`src/rtl/mips_pkg.sv`:
```
// rtl/mips_pkg.sv - shared MIPS constants: opcodes, field positions, fetch states
package mips_pkg;

  // Primary opcodes recognised by the control decoder
  localparam logic [5:0] OP_RTYPE = 6'b000000;
  localparam logic [5:0] OP_LW    = 6'b100011;
  localparam logic [5:0] OP_SW    = 6'b101011;
  localparam logic [5:0] OP_BEQ   = 6'b000100;

  // Instruction field bit positions
  localparam int OPCODE_MSB = 31;
  localparam int OPCODE_LSB = 26;
  localparam int RS_MSB     = 25;
  localparam int RS_LSB     = 21;
  localparam int RT_MSB     = 20;
  localparam int RT_LSB     = 16;
  localparam int RD_MSB     = 15;
  localparam int RD_LSB     = 11;
  localparam int FUNCT_MSB  = 5;
  localparam int FUNCT_LSB  = 0;
  localparam int IMM_MSB    = 15;
  localparam int IMM_LSB    = 0;

  // Fetch FSM encoding
  localparam logic [1:0] ST_BOOT  = 2'd0;
  localparam logic [1:0] ST_FETCH = 2'd1;
  localparam logic [1:0] ST_HOLD  = 2'd2;

  // Sequential PC step
  localparam logic [31:0] PC_INC = 32'd4;

  // Clear the byte-offset bits of an address
  function automatic logic [31:0] word_align(input logic [31:0] addr);
    return {addr[31:2], 2'b00};
  endfunction

endpackage

```
`src/rtl/if_id_reg.sv`:
```
// rtl/if_id_reg.sv - IF/ID pipeline register with load, hold and flush
module if_id_reg (
  input  logic        clk,
  input  logic        reset,
  input  logic        load_i,
  input  logic        flush_i,
  input  logic [31:0] instr_i,
  input  logic [31:0] pc4_i,
  output logic [31:0] instr_o,
  output logic [31:0] pc4_o,
  output logic        valid_o
);

  logic [31:0] instr_q;
  logic [31:0] pc4_q;
  logic        valid_q;

  // Flush only kills validity; a load captures a new live instruction; otherwise hold
  always_ff @(posedge clk or posedge reset) begin
    if (reset) begin
      instr_q <= 32'h0;
      pc4_q   <= 32'h0;
      valid_q <= 1'b0;
    end else if (flush_i) begin
      valid_q <= 1'b0;
    end else if (load_i) begin
      instr_q <= instr_i;
      pc4_q   <= pc4_i;
      valid_q <= 1'b1;
    end
  end

  assign instr_o = instr_q;
  assign pc4_o   = pc4_q;
  assign valid_o = valid_q;

endmodule

```
`src/rtl/instr_fetch_unit.sv`:
```
// rtl/instr_fetch_unit.sv - MIPS fetch stage: PC, imem request, skid buffer, IF/ID
module instr_fetch_unit
  import mips_pkg::*;
#(
  parameter logic [31:0] RESET_PC = 32'h0000_0000
) (
  input  logic        clk,
  input  logic        reset,
  output logic        imem_req,
  output logic [31:0] imem_addr,
  input  logic [31:0] imem_rdata,
  input  logic        imem_ready,
  input  logic        stall,
  input  logic        branch_taken,
  input  logic [31:0] branch_target,
  output logic        if_valid,
  output logic [31:0] if_instr,
  output logic [31:0] if_pc4,
  output logic [5:0]  opcode,
  output logic [4:0]  rs,
  output logic [4:0]  rt,
  output logic [4:0]  rd,
  output logic [5:0]  funct,
  output logic [15:0] imm
);

  logic [1:0]  state_q, state_d;
  logic [31:0] pc_q, pc_d;
  logic [31:0] skid_q, skid_d;
  logic [31:0] skid_pc4_q, skid_pc4_d;
  logic        skid_valid_q, skid_valid_d;

  logic        ifid_load;
  logic        ifid_flush;
  logic [31:0] ifid_instr;
  logic [31:0] ifid_pc4;
  logic [31:0] pc_inc;
  logic [31:0] target_aligned;

  assign pc_inc         = pc_q + PC_INC;
  assign target_aligned = word_align(branch_target);

  // Next-state decode: redirect beats everything, then per-state fetch/stall handling
  always_comb begin
    state_d      = state_q;
    pc_d         = pc_q;
    skid_d       = skid_q;
    skid_pc4_d   = skid_pc4_q;
    skid_valid_d = skid_valid_q;
    ifid_load    = 1'b0;
    ifid_flush   = 1'b0;
    ifid_instr   = imem_rdata;
    ifid_pc4     = pc_inc;

    if (branch_taken) begin
      // Any word returned this cycle belongs to the wrong path and is dropped
      pc_d         = target_aligned;
      ifid_flush   = 1'b1;
      skid_valid_d = 1'b0;
      state_d      = ST_FETCH;
    end else begin
      case (state_q)
        ST_BOOT: begin
          state_d = ST_FETCH;
        end
        ST_FETCH: begin
          if (imem_ready) begin
            pc_d = pc_inc;
            if (stall) begin
              // Decode is full: park the accepted word so it is not lost
              skid_d       = imem_rdata;
              skid_pc4_d   = pc_inc;
              skid_valid_d = 1'b1;
              state_d      = ST_HOLD;
            end else begin
              ifid_load = 1'b1;
            end
          end else if (!stall) begin
            // Memory not ready and decode is draining: insert a bubble
            ifid_flush = 1'b1;
          end
        end
        ST_HOLD: begin
          if (!stall) begin
            ifid_load    = skid_valid_q;
            ifid_instr   = skid_q;
            ifid_pc4     = skid_pc4_q;
            skid_valid_d = 1'b0;
            state_d      = ST_FETCH;
          end
        end
        default: begin
          state_d = ST_BOOT;
        end
      endcase
    end
  end

  // FSM, PC and skid buffer registers
  always_ff @(posedge clk or posedge reset) begin
    if (reset) begin
      state_q      <= ST_BOOT;
      pc_q         <= RESET_PC;
      skid_q       <= 32'h0;
      skid_pc4_q   <= 32'h0;
      skid_valid_q <= 1'b0;
    end else begin
      state_q      <= state_d;
      pc_q         <= pc_d;
      skid_q       <= skid_d;
      skid_pc4_q   <= skid_pc4_d;
      skid_valid_q <= skid_valid_d;
    end
  end

  if_id_reg u_if_id (
    .clk     (clk),
    .reset   (reset),
    .load_i  (ifid_load),
    .flush_i (ifid_flush),
    .instr_i (ifid_instr),
    .pc4_i   (ifid_pc4),
    .instr_o (if_instr),
    .pc4_o   (if_pc4),
    .valid_o (if_valid)
  );

  // Request decoded from registered state only
  assign imem_req  = (state_q == ST_FETCH);
  assign imem_addr = pc_q;

  assign opcode = if_instr[OPCODE_MSB:OPCODE_LSB];
  assign rs     = if_instr[RS_MSB:RS_LSB];
  assign rt     = if_instr[RT_MSB:RT_LSB];
  assign rd     = if_instr[RD_MSB:RD_LSB];
  assign funct  = if_instr[FUNCT_MSB:FUNCT_LSB];
  assign imm    = if_instr[IMM_MSB:IMM_LSB];

endmodule

```
`config.mk`:
```
export PLATFORM = sky130hd
export DESIGN_NAME = instr_fetch_unit
export DESIGN_NICKNAME = d
export VERILOG_FILES = /design/src/rtl/mips_pkg.sv /design/src/rtl/if_id_reg.sv /design/src/rtl/instr_fetch_unit.sv
export SDC_FILE = /design/constraint.sdc
export NUM_CORES = 1
export LEC_CHECK = 0
export ABC_AREA = 1
export ABC_CLOCK_PERIOD_IN_PS = 6950
export CAP_MARGIN = 20
export CORE_UTILIZATION = 51
export CTS_BUF_LIST = sky130_fd_sc_hd__clkbuf_4
export DETAILED_ROUTE_END_ITERATION = 8
export PLACE_DENSITY_LB_ADDON = 0.12
export SYNTH_ARGS = -nofsm -noshare
export SYNTH_HDL_FRONTEND = slang
export SYNTH_SLANG_ARGS = --single-unit
```
`constraint.sdc`:
```
create_clock -name clk -period 6.95 [get_ports clk]
set_input_delay 2.085 -clock clk [delete_from_list [all_inputs] [get_ports clk]]
set_output_delay 2.085 -clock clk [all_outputs]
set_load 0.02 [all_outputs]
```
==> flow_summary_export.csv, run 1 <==
group,metric,value,unit
run_status,status,"completed",
sta,relSlewSlack,0.2891,
logic_synthesis,synth_area_leader_cell,"dfrtp_1",
detailed_routing,viasPerCell,5.100,
detailed_routing,antenna_left,0,
run,max_cap_viol_count,0,
cts,htreeDepth,4,
detailed_routing,drtIter0Drc,517,
placement,dp.final_hpwl,14460,um
pwr,p_per_area,390.5,nW/um^2
setup_path,criticalPathCategory,"in2reg",
setup_path,cp_slowest_stage_delay,0.90,ns
sta,setup_tns,0,ns
cells_and_area,drive_above_1_share,0.06948,
logic_synthesis,synth_edf_count,0,
logic_synthesis,yosysSeqAreaShare,0.4845,
cells_and_area,ff_latch_area,4054,um^2
pwr,leakage,4.876,nW
sta,slew_violations,0,
die,die_y,130.1,um
sta,fin_hold_ws,0.4915,ns
die,die_w,130.1,um
logic_synthesis,avgSynthCellArea,7.931,um^2
logic_synthesis,synth_compound_area_frac,0.1306,
cells_and_area,diodes,0,
die,start_util,0.5248,
cts,cts_buffers,17,
cts,insertion_delay,0.55,ns
placement,io_buffers,205,
sta,layout_min_cycle_time,4.469,ns
setup_path,worst_ep_arrival_time,4.95,ns
setup_path,cp_slowest_cell,"clkdlybuf4s50_1",
placement,place_congestion,0.9351,
cells_and_area,area_growth,25.38,%
logic_synthesis,synthAdderAreaFrac,0.007477,
cts,cts_sinks,162,
sta,fin_crit_sh,0.6430,
sta,rsz0062_at_grt,"no",
setup_path,path_buf_inv,2,
sta,fmax,223.8,MHz
cells_and_area,nets,1271,
cells_and_area,fillers,1402,
detailed_routing,drt_wl_total,21160,um
sta,worstMarginPinSlew,1.066,ns
logic_synthesis,ys_warn_count,0,
pwr,power.share.switching,0.3984,
setup_path,worst_path_dominant_cell_family,"buffers and inverters",
logic_synthesis,synthTopCellsByArea,"dfrtp_1, nand2_1, o21ai_0",
worst_hold_path,hold_path_class,"reg2reg",
global_routing,grt_first_pass_wirelength,34290,um
logic_synthesis,muxShareOfSynthArea,0,
detailed_routing,drt_pass1_iterations,5,
sta,hold_viol_final,0,
placement,pre_cts_ws,1.927,ns
die,die_area,16920,um^2
cts,postCtsHoldBufs,0,
cts,cts_tree,"done",
global_routing,grt_pass1_vias,6796,
pwr,pwr-share-comb,0.469,
detailed_routing,wl_per_cell,14.85,um
global_routing,grt_start_max_net_pins,88,
setup_path,crit_chain,"clkdlybuf4s50_1 > nor2_2 > nand2_2 > inv_2 > or2_2 > a2bb2oi_1",
die,rows,46,
global_routing,overflow,0,
setup_path,end_kind,"flip-flop",
sta,setup_ws,2.481,ns
pwr,p_int,0.002464,W
die,pin_count,210,
cts,clk_path_buf_depth,2,
detailed_routing,via_count,7267,
cts,cts_setup_buffers,0,
logic_synthesis,synth_top_family_by_area,"simple AND/OR/NAND/NOR gates",
pwr,ir_drop,0.1927,mV
logic_synthesis,async_flop_share,1.000,
sta,setup_viol,0,
global_routing,gr-usage-all-layers,0.2652,
sta,skew,0.01880,ns
logic_synthesis,synth_top_area_frac,0.4845,
pwr,power_switching,0.001632,W
logic_synthesis,synth_seq_cells,162,
pwr,share_seq_of_total_power,0.393,
logic_synthesis,syn-instance-count,1055,
cts,cts-root-buf,"clkbuf_4",
cts,cts_resized,0,
logic_synthesis,synth.most_common_cell,"nand2_1",
logic_synthesis,synth-simple-area-share,0.2568,
logic_synthesis,synth_cell_types,43,
logic_synthesis,ys_top_cells_by_count,"nand2_1, dfrtp_1, o21ai_0, inv_1, nor2_1",
die,fp.coreArea,15940,um^2
cts,clk_pin_slew,0.12,ns
cells_and_area,multi_input_area,3438,um^2
setup_path,cp_max_fo,46,
pwr,pwr-share-clk,0.139,
logic_synthesis,syn_area,8367,um^2
setup_path,critPathLaunchType,"input pin",
detailed_routing,route.detailed.drc,0,
logic_synthesis,yosys.area_share.xor_xnor,0.01525,
global_routing,antenna_found_initial,0,
setup_path,cp.required,7.43,ns
logic_synthesis,synthFlopType,"dfrtp_1",
per-layer routing:
layer  vias to the layer above  track usage  share of wire
met3                        25      0.04920          0.074
met1                      3363       0.3672           0.46
met5                         -            0              0
met4                         0      0.08618          0.016
met2                       279       0.4221           0.45
li1                       3600            -              -
cells by family (layout without fill, tap and decap cells):
kind of cell    Yosys count  count (layout)
fa+ha+maj                 5               5
other cells               1               2
compound gates          189             189
buf+inv                 175             328
xor+xnor                 12              12
flops                   162             162
simple gates            511             511
layout make-up:
class | instances | share of cell area
clock buffer | 19 | 0.01360
multi-input combinational | 719 | 0.3278
clock inverter | 12 | 0.01336
tap | 216 | 0.02576
inverter | 84 | 0.03053
timing repair buffer | 213 | 0.2025
sequential | 162 | 0.3864
worst min-delay path, cell delays in order, from the launching register on:
cell and delay, ns:
dfrtp_1 0.36, nand2_1 0.05, nand2_1 0.05
sequential cells by signal, indices dropped and copies added, names as in the netlist:
signal,flops
u_if_id.pc4_o,32
u_if_id.instr_o,32
skid_q,32
skid_pc4_q,32
skid_valid_q,1
imem_addr,30
state_q,2
u_if_id.valid_o,1
layout by cell type (no fill, tap or decap), types with 6 or more instances in the layout:
cell	synthesis	routed
nor2_1	66	66
a21oi_1	18	18
o211ai_1	12	12
o21ai_1	8	8
a2bb2oi_1	6	6
o21ai_0	108	108
a31oi_1	12	12
buf_4	52	7
nand2_1	368	368
nor2_4	8	8
nand2_2	8	8
xor2_1	7	7
or2_2	11	11
nand3_1	32	32
clkbuf_4	0	19
inv_1	79	78
nor2_2	7	7
clkdlybuf4s50_1	0	205
dfrtp_1	162	162
clkinv_1	3	7
stage by stage:
step	util	total power [W]	area [um^2]	std cells
finish	0.6580	0.004096	10490	1425
detailed placement	0.6390	0.003551	10190	1393
global placement	0.6390	0.003505	10190	1393
floorplan	-	0.002801	8371	1056
CTS	0.6567	0.004126	10470	1424
global route	0.6580	0.004381	10490	1425
worst paths after layout:
| path | start | to | slack, ns | cells after the start |
|---|---|---|---|---|
| setup / recovery | stall | u_if_id.pc4_o[6]$_DFFE_PP0P_ | 2.48 | 6 |
| hold / removal | u_if_id.pc4_o[24]$_DFFE_PP0P_ | u_if_id.pc4_o[24]$_DFFE_PP0P_ | 0.49 | 2 |
| setup reg to reg | state_q[1]$_DFFE_PP0P_ | skid_pc4_q[4]$_DFFE_PP0P_ | 4.00 | 9 |
| hold reg to reg | u_if_id.pc4_o[24]$_DFFE_PP0P_ | u_if_id.pc4_o[24]$_DFFE_PP0P_ | 0.49 | 2 |
| max in group asynchronous | reset | u_if_id.instr_o[29]$_DFFE_PP0P_ | 3.75 | 3 |
| min in group asynchronous | reset | u_if_id.instr_o[13]$_DFFE_PP0P_ | 2.04 | 2 |
power by group through the flow:
stage	logic (W)	clock network (W)	registers, W
6_report	0.00192	0.000568	0.00161
5_1_grt	0.00210	0.000613	0.00166
4_1_cts	0.00193	0.000586	0.00161
3_5_place_dp	0.00193	0	0.00162
3_3_place_gp	0.00189	0	0.00161
2_1_floorplan	0.000971	0	0.00183
Power figures use the tool's default switching activity.
==> inputs of run 2 (changes only) <==
--- a/config.mk
+++ b/config.mk
@@ -6,9 +6,9 @@
 export NUM_CORES = 1
 export LEC_CHECK = 0
 export ABC_AREA = 1
-export ABC_CLOCK_PERIOD_IN_PS = 6950
+export ABC_CLOCK_PERIOD_IN_PS = 3700
 export CAP_MARGIN = 20
-export CORE_UTILIZATION = 51
+export CORE_UTILIZATION = 46
 export CTS_BUF_LIST = sky130_fd_sc_hd__clkbuf_4
 export DETAILED_ROUTE_END_ITERATION = 8
 export PLACE_DENSITY_LB_ADDON = 0.12
==> constraint.sdc (replaced) <==
create_clock -name clk -period 3.7 [get_ports clk]
set_input_delay 1.11 -clock clk [delete_from_list [all_inputs] [get_ports clk]]
set_output_delay 1.11 -clock clk [all_outputs]
set_load 0.02 [all_outputs]
==> run 2 against run 1 <==
- clock skew hardly changed
- via count hardly changed
- first-iteration DRC count is 19% lower
- global-route usage is 2.4 points lower
- die area is 11% higher
- final area is 0.78% higher
- non-clock buffer count is 7 higher
- largest cell class unchanged
- sequential share of layout area is 0.30 points lower
- largest power group unchanged
- highest routed layer unchanged
- setup slack worse by 1.9 ns
==> flow_summary_export.csv, run 2 (same netlist as run 1, synthesis figures left out) <==
group,metric,value,unit
run_status,status,"completed",
detailed_routing,viasPerCell,5.042,
cells_and_area,nets,1278,
sta,setup_tns,0,ns
cts,cts_setup_buffers,0,
die,pin_count,210,
cells_and_area,multi_input_area,3438,um^2
cts,insertion_delay,0.56,ns
setup_path,cp.required,2.59,ns
sta,fin_crit_sh,0.8530,
setup_path,end_kind,"output pin",
setup_path,path_buf_inv,2,
detailed_routing,wl_per_cell,14.98,um
cts,clk_pin_slew,0.12,ns
pwr,pwr-share-comb,0.478,
global_routing,antenna_found_initial,1,
pwr,share_seq_of_total_power,0.394,
setup_path,critPathLaunchType,"flip-flop",
detailed_routing,via_count,7265,
setup_path,criticalPathCategory,"reg2out",
pwr,ir_drop,0.3615,mV
cells_and_area,layout_commonest_cell,"nand2_1",
placement,dp.final_hpwl,15360,um
cells_and_area,drive_above_1_share,0.07407,
pwr,p_per_area,723.9,nW/um^2
setup_path,cp_slowest_cell,"clkdlybuf4s50_1",
cts,clk_path_buf_depth,2,
global_routing,gr-usage-all-layers,0.2410,
pwr,leakage,4.900,nW
sta,setup_viol,0,
setup_path,worst_path_dominant_cell_family,"buffers and inverters",
cells_and_area,ff_latch_area,4054,um^2
cells_and_area,fillers,1620,
run,max_cap_viol_count,0,
pwr,pwr-share-clk,0.128,
cts,cts_sinks,162,
global_routing,grt_start_max_net_pins,83,
cells_and_area,final_cell_mix,"nand2_1, clkdlybuf4s50_1, dfrtp_1, o21ai_0, inv_1",
placement,place_congestion,0.9014,
die,rows,48,
pwr,power.share.switching,0.4046,
die,die_w,136.9,um
global_routing,grt_pass1_vias,6653,
cts,cts_tree,"done",
die,die_y,136.9,um
cts,cts-root-buf,"clkbuf_4",
setup_path,crit_chain,"inv_1 > ha_1 > clkdlybuf4s50_1",
cts,postCtsHoldBufs,0,
sta,worstMarginPinSlew,0.5789,ns
die,die_area,18730,um^2
sta,slew_violations,0,
setup_path,worst_ep_arrival_time,2.05,ns
sta,layout_min_cycle_time,3.156,ns
pwr,power,0.007653,W
placement,io_buffers,205,
setup_path,cp_slowest_stage_delay,0.68,ns
cts,cts_resized,0,
sta,rsz0062_at_grt,"no",
cts,htreeDepth,4,
pwr,power_switching,0.003096,W
cts,cts_buffers,17,
global_routing,grt_first_pass_wirelength,34380,um
detailed_routing,drt_wl_total,21590,um
pwr,p_int,0.004556,W
die,fp.coreArea,17540,um^2
die,start_util,0.4771,
detailed_routing,drtIter0Drc,421,
detailed_routing,antenna_left,0,
setup_path,cp_max_fo,5,
sta,hold_viol_final,0,
sta,relSlewSlack,0.6117,
detailed_routing,drt_pass1_iterations,5,
global_routing,overflow,0,
cells_and_area,area_growth,26.35,%
sta,fmax,316.8,MHz
detailed_routing,route.detailed.drc,0,
sta,skew,0.01887,ns
worst_hold_path,hold_path_class,"reg2reg",
## run 2: cell count changes in the layout (fill, tap and decap cells not counted), sizes merged
cell	previous run	this run
buf	8	15
clkinvlp	1	4
clkbuf	19	17
inv	82	80
bufinv	3	2
clkinv	10	11
diode	0	1
## run 2: metal layers
metal,routed length [um],GRT usage
met1,10100,0.3342
met2,9998,0.3889
met3,1212,0.03815
met4,274,0.07143
met5,0,0
## run 2: final cells by class
cell class                 instances  share of cell area
multi-input combinational        719              0.3252
inverter                          84             0.03018
tap                              225             0.02663
timing repair buffer             220              0.2107
clock inverter                    13             0.01148
clock buffer                      17             0.01207
antenna                            1           0.0002367
sequential                       162              0.3835
## run 2: worst min-delay path: stages (launching register included)
cell,delay [ns]
dfrtp_1,0.36
nand2_1,0.05
o21ai_0,0.06
## run 2: path summary, 6_finish.rpt
| check | startpoint | to | slack, ns | cells past startpoint |
|---|---|---|---|---|
| worst max-delay path | state_q[1]$_DFFE_PP0P_ | imem_req | 0.54 | 3 |
| worst min-delay path | skid_q[14]$_DFFE_PP0P_ | skid_q[14]$_DFFE_PP0P_ | 0.50 | 2 |
| worst max register to register | state_q[1]$_DFFE_PP0P_ | u_if_id.pc4_o[31]$_DFFE_PP0P_ | 1.57 | 10 |
| worst min register to register | skid_q[14]$_DFFE_PP0P_ | skid_q[14]$_DFFE_PP0P_ | 0.50 | 2 |
| max in group asynchronous | reset | skid_q[20]$_DFFE_PP0P_ | 2.29 | 3 |
| min in group asynchronous | reset | skid_q[13]$_DFFE_PP0P_ | 1.04 | 3 |
## run 2: through the flow
stage,instance area [um^2],hold WS [ns],setup slack [ns],std cells,utilization
6_report,10570,0.4957,0.5438,1441,0.6028
5_1_grt,10570,0.5156,0.3970,1441,0.6028
4_1_cts,10570,0.4972,0.4935,1440,0.6027
3_5_place_dp,10320,0.4668,0.4170,1410,0.5885
3_3_place_gp,10320,0.4630,0.4527,1410,0.5885
2_1_floorplan,8374,0.4479,0.5332,1056,-
## run 2: power by group through the flow
stage / Clock [W] / Combinational, W / Sequential [W]
2_1_floorplan: 0 / 0.00182 / 0.00344
3_3_place_gp: 0 / 0.00363 / 0.00302
3_5_place_dp: 0 / 0.00368 / 0.00305
4_1_cts: 0.00102 / 0.00369 / 0.00301
5_1_grt: 0.00107 / 0.00401 / 0.00311
6_report: 0.000983 / 0.00366 / 0.00301
